===== src/rtl/fifo_burst_reader.sv =====
// Purpose : pops bursts of up to BURST_LEN words from a FIFO into a registered valid/ready stream.
// Latency : 1 cycle from FIFO pop to m_valid; a burst starts on a word_count threshold or after TIMEOUT idle cycles.
// Backpres: m_ready=0 with m_valid=1 holds m_data/m_last and blocks further pops.
//
// Ports:
//   clk, reset_n        single clock, asynchronous active-low reset
//   empty, word_count   FIFO status (occupancy is ADDRESS_WIDTH+1 bits)
//   r_data, read        FIFO head word (show-ahead) and pop strobe
//   m_data, m_valid,
//   m_ready, m_last     output stream; m_last flags the final word of a burst
//   busy                high while a burst is in progress
module fifo_burst_reader #(
  parameter int ADDRESS_WIDTH = 4,
  parameter int DATA_WIDTH    = 8,
  parameter int BURST_LEN     = 4,
  parameter int TIMEOUT       = 16
) (
  input  logic                   clk,
  input  logic                   reset_n,
  input  logic                   empty,
  input  logic [ADDRESS_WIDTH:0] word_count,
  input  logic [DATA_WIDTH-1:0]  r_data,
  output logic                   read,
  output logic [DATA_WIDTH-1:0]  m_data,
  output logic                   m_valid,
  input  logic                   m_ready,
  output logic                   m_last,
  output logic                   busy
);

  localparam int CW = ADDRESS_WIDTH + 1;
  localparam int TW = $clog2(TIMEOUT + 1);
  localparam logic [CW-1:0] BURST_LEN_C = CW'(BURST_LEN);
  localparam logic [CW-1:0] ONE_C       = CW'(1);
  localparam logic [TW-1:0] TIMEOUT_C   = TW'(TIMEOUT);

  typedef enum logic {
    IDLE  = 1'b0,
    BURST = 1'b1
  } state_t;

  state_t          state;
  logic [TW-1:0]   idle_timer;
  logic [CW-1:0]   remaining;
  logic            at_threshold;
  logic            timed_out;
  logic            accept;

  assign at_threshold = (word_count >= BURST_LEN_C);
  // A partial burst is flushed only if there is something to flush.
  assign timed_out    = (idle_timer == TIMEOUT_C) && !empty;
  assign accept       = m_valid && m_ready;

  // Pop whenever the output register is free or being drained this cycle,
  // which gives one word per cycle under continuous m_ready.
  assign read = (state == BURST) && (remaining != '0) && !empty &&
                (!m_valid || m_ready);

  always_ff @(posedge clk or negedge reset_n) begin
    if (!reset_n) begin
      state      <= IDLE;
      busy       <= 1'b0;
      idle_timer <= '0;
      remaining  <= '0;
      m_data     <= '0;
      m_valid    <= 1'b0;
      m_last     <= 1'b0;
    end else begin
      case (state)
        IDLE: begin
          if (at_threshold || timed_out) begin
            state      <= BURST;
            busy       <= 1'b1;
            idle_timer <= '0;
            // Burst length is latched here; later writes do not extend it.
            remaining  <= at_threshold ? BURST_LEN_C : word_count;
          end else if (empty) begin
            idle_timer <= '0;
          end else if (idle_timer != TIMEOUT_C) begin
            idle_timer <= idle_timer + 1'b1;
          end
        end
        BURST: begin
          idle_timer <= '0;
          if (accept && m_last) begin
            state <= IDLE;
            busy  <= 1'b0;
          end
        end
        default: begin
          state <= IDLE;
          busy  <= 1'b0;
        end
      endcase

      if (read) begin
        m_data    <= r_data;
        m_valid   <= 1'b1;
        m_last    <= (remaining == ONE_C);
        remaining <= remaining - ONE_C;
      end else if (accept) begin
        m_valid <= 1'b0;
        m_last  <= 1'b0;
      end
    end
  end

endmodule

===== config.mk =====
export PLATFORM = sky130hd
export DESIGN_NAME = fifo_burst_reader
export DESIGN_NICKNAME = d
export VERILOG_FILES = /design/src/rtl/fifo_burst_reader.sv
export SDC_FILE = /design/constraint.sdc
export NUM_CORES = 1
export LEC_CHECK = 0
export ABC_CLOCK_PERIOD_IN_PS = 1800
export CORE_ASPECT_RATIO = 1.25
export CORE_MARGIN = 2
export CORE_UTILIZATION = 54
export CTS_CLUSTER_SIZE = 20
export DETAILED_ROUTE_END_ITERATION = 7
export DONT_BUFFER_PORTS = 1
export PLACE_DENSITY = 0.76
export REMOVE_ABC_BUFFERS = 1
export SLEW_MARGIN = 30
export SYNTH_ARGS = -nofsm -noshare
export SYNTH_HDL_FRONTEND = slang
export SYNTH_SLANG_ARGS = --single-unit
export TNS_END_PERCENT = 50

===== constraint.sdc =====
create_clock -name clk -period 1.8 [get_ports clk]
set_input_delay 0.18 -clock clk [delete_from_list [all_inputs] [get_ports clk]]
set_output_delay 0.18 -clock clk [all_outputs]
set_load 0.02 [all_outputs]

==> run_results.csv, run 1 <==
group,metric,value,unit
outcome,outcome,"complete, no violations",
floorplan,ios,29,
placed_design,placed_area,1190,um2
floorplan,rows,18,
finish,n_fill_cell,149,
drt,wl_met3,93,um
worst_hold_path,min_path_type,"in2reg",
clock_network,cts_buffers,3,
synth,async_flop_share,100,%
critical_path,slowest_delay,0.43,ns
critical_path,cp.arrival,2.01,ns
finish,fin_cells,137,
drt,drc_errors,0,
critical_path,r2r-end,"remaining[1]",
global_route,grtUsageTotal,18.5,%
synth,ys_top_cells_by_area,"dfrtp_1 (49%), mux2_4 (8.0%), ha_1 (5.6%), mux2_1 (4.0%), nor2_1 (3.0%)",
clock_network,cts_htree_levels,1,
power,power_density,1430,nW/um2
clock_network,clockBufferDepth,2,
drt,avgRoutedWirePerCell,15.2,um
synth,ys.warnings.count,0,
power,vdd_ir_drop_max,924,uV
worst_hold_path,hp-start,"m_ready",
drt,viasPerCell,5.82,
finish,area_delta_synth_final,23.6,%
clock_network,numClockSinks,22,
floorplan,die_w,44.8,um
synth,synth_cell_type_count,34,
drt,met2_length,1080,um
sta,setup_slack,0.0328,ns
sta,finalCritPeriodShare,98.2,%
finish,antenna-diode-count,0,
global_route,antenna_found_initial,0,
sta,grt_setup_unrepaired,"true",
finish,fin_util,70.2,%
placed_design,portBuffers,0,
drt,num_vias,797,
drt,wl_met1,877,um
sta,finalHoldViolations,0,
synth,synth.cell_area,1130,um2
critical_path,worstSetupPathType,"reg2reg",
clock_network,cts_tree,"built",
synth,syn_avg_cell_area,11.7,um2
global_route,first_global_vias,808,
sta,fin_setup_tns,0,ns
critical_path,required,2.04,ns
critical_path,endpoint_kind,"flip-flop",
critical_path,crit_chain,"inv_2 > ha_4 > nor4b_4 > and3b_2 > buf_12 > a211oi_4 > mux2i_1",
global_route,grt_pass1_wl,3330,um
placed_design,hpwl,1440,um
finish,drive_above_1_share,23.9,%
synth,ys.flop_type,"dfrtp_1",
critical_path,reg2reg_slack,0.03,ns
drt,top_layer_used,"met4",
placed_design,placedCellCount,120,
placed_design,place_congestion,0.861,
clock_network,clock_latency,0.31,ns
floorplan,start_util,56.8,%
drt,final_antenna_net_count,0,
critical_path,crit_buf_inv,2,
finish,num-nets-final,140,
synth,ys_seq_area_share,48.9,%
sta,tightest_slew,0.473,ns
critical_path,critPathTopFamily,"simple AND/OR/NAND/NOR gates",
drt,drt_iter0_drc,12,
drt,first_pass_iters,4,
finish,final_design_area_no_fill,1390,um2
sta,setup_violations,0,
critical_path,rr_worst_depth,7,
floorplan,die_height,55.1,um
sta,min_period,1.77,ns
critical_path,crit_fanout,8,
worst_hold_path,min_path_cells,2,
drt,totalWireLength,2090,um
synth,synth_edf_count,0,
placed_design,pre_cts_slack,-0.00160,ns
sta,timing.fmax,566,MHz
power,leakage,0.632,nW
global_route,grt_overflow,0,
synth,synth_top_cell_by_area,"dfrtp_1",
clock_network,cts_root_buf,"clkbuf_4",
critical_path,critPathLaunchType,"flip-flop",
sta,slew_viol_final,0,
synth,synth_common_cells,"dfrtp_1 (22), nor2_1 (9), nand2_1 (8)",
clock_network,clk_pin_slew,0.12,ns
floorplan,core_area,1980,um2
sta,clock_skew,0.00815,ns
floorplan,fp.dieArea,2470,um2
critical_path,crit_slowest_cell,"dfrtp_1",
global_route,grt_max_degree,23,
run,max-cap-violations,0,
worst_hold_path,hold_path_end,"m_valid",
synth,synth_cells,96,
synth,yosysTopAreaCellShare,48.9,%
synth,synth.most_common_cell,"dfrtp_1",
sta,relSlewSlack,68.5,%
critical_path,worst_r2r_startpoint,"remaining[1]",
synth,synth_seq_cells,22,
where the power goes:
part           total (mW)  internal [mW]  switching [mW]
Sequential          0.936          0.655           0.281
Combinational       0.780          0.477           0.304
Clock               0.273          0.124           0.150
Total                1.99           1.26           0.734
metal layers:
layer | global-route usage (%) | vias to the layer above
met4 | 8.33 | 0
met3 | 3.57 | 5
met2 | 31.2 | 22
met5 | 0 | -
met1 | 23.1 | 393
li1 | - | 377
registers in the layout (all words and copies together) (netlist names):
| register | cells |
|---|---|
| idle_timer | 5 |
| state | 1 |
| busy | 1 |
| m_last | 1 |
| m_data | 8 |
| m_valid | 1 |
| remaining | 5 |
how the worst max path moves through the flow:
stage,cells after the start,end,slack (ns),from
floorplan,6,remaining[1],-0.27,remaining[0]
global placement,7,remaining[1],0.10,remaining[1]
detailed placement,7,remaining[1],-0.002,remaining[0]
CTS,7,remaining[1],-0.01,remaining[1]
global route,7,remaining[1],-0.06,remaining[1]
finish,7,remaining[1],0.03,remaining[1]
cells in the final DEF (no fill, tap or decap), types with 2 or more instances in the layout:
master,netlist,layout
clkbuf_4,0,3
nand2_1,8,8
nand3_1,4,4
nor2_1,9,9
dlygate4sd3_1,0,9
dfrtp_1,22,22
o21ai_0,2,2
nand2b_1,2,2
ha_1,5,4
xor2_1,2,2
inv_2,0,2
xnor2_1,2,2
mux2_4,6,6
mux2_1,4,4
inv_1,7,5
buf_4,0,7
cell type report:
type | count | area (um2) | share of cell area (%)
Multi-Input combinational cell | 65 | 553 | 39.7
Inverter | 7 | 26.3 | 1.89
Clock buffer | 4 | 36.3 | 2.61
Timing Repair Buffer | 19 | 200 | 14.4
Tap cell | 20 | 25.0 | 1.80
Sequential cell | 22 | 551 | 39.6
worst register-to-register path, stage by stage (launching register included):
cell,delay (ns)
dfrtp_1,0.43
inv_2,0.09
ha_4,0.13
nor4b_4,0.18
and3b_2,0.27
buf_12,0.15
a211oi_4,0.25
mux2i_1,0.21
kinds of logic after synthesis:
group           count (synthesis)  share of synthesized area (%)
simple gates                   31                           14.8
flops                          22                           48.9
compound gates                 14                           10.4
mux                            11                           12.9
buf+inv                         9                           4.33
fa+ha+maj                       5                           5.56
xor+xnor                        4                           3.11
metrics by stage:
| step | hold WS [ns] | power [mW] |
|---|---|---|
| 6_report | 0.0426 | 1.99 |
| 5_1_grt | 0.0679 | 2.10 |
| 4_1_cts | 0.00340 | 1.95 |
| 3_5_place_dp | -0.115 | 1.54 |
| 3_3_place_gp | -0.115 | 1.53 |
| 2_1_floorplan | -0.116 | 1.37 |
what timing repair did:
| item | in CTS | in global routing |
|---|---|---|
| hold buffers | 3 | 7 |
| hold endpoints to repair | 24 | 28 |
| setup buffers | 1 | 1 |
| gates cloned | 1 | 0 |
| endpoints found under the setup margin | 2 | 10 |
| gates resized for setup | 6 | 1 |
| pin swaps | 1 | 2 |
Note: power is estimated with default switching activity, not from simulation.
==> run 2, diff against run 1 <==
Settings changed: CTS_CLUSTER_SIZE 20 to unset, GPL_ROUTABILITY_DRIVEN set to 0.
==> results of run 2 <==
Same layout as run 1: the final DEF is identical, and so are final timing and power.
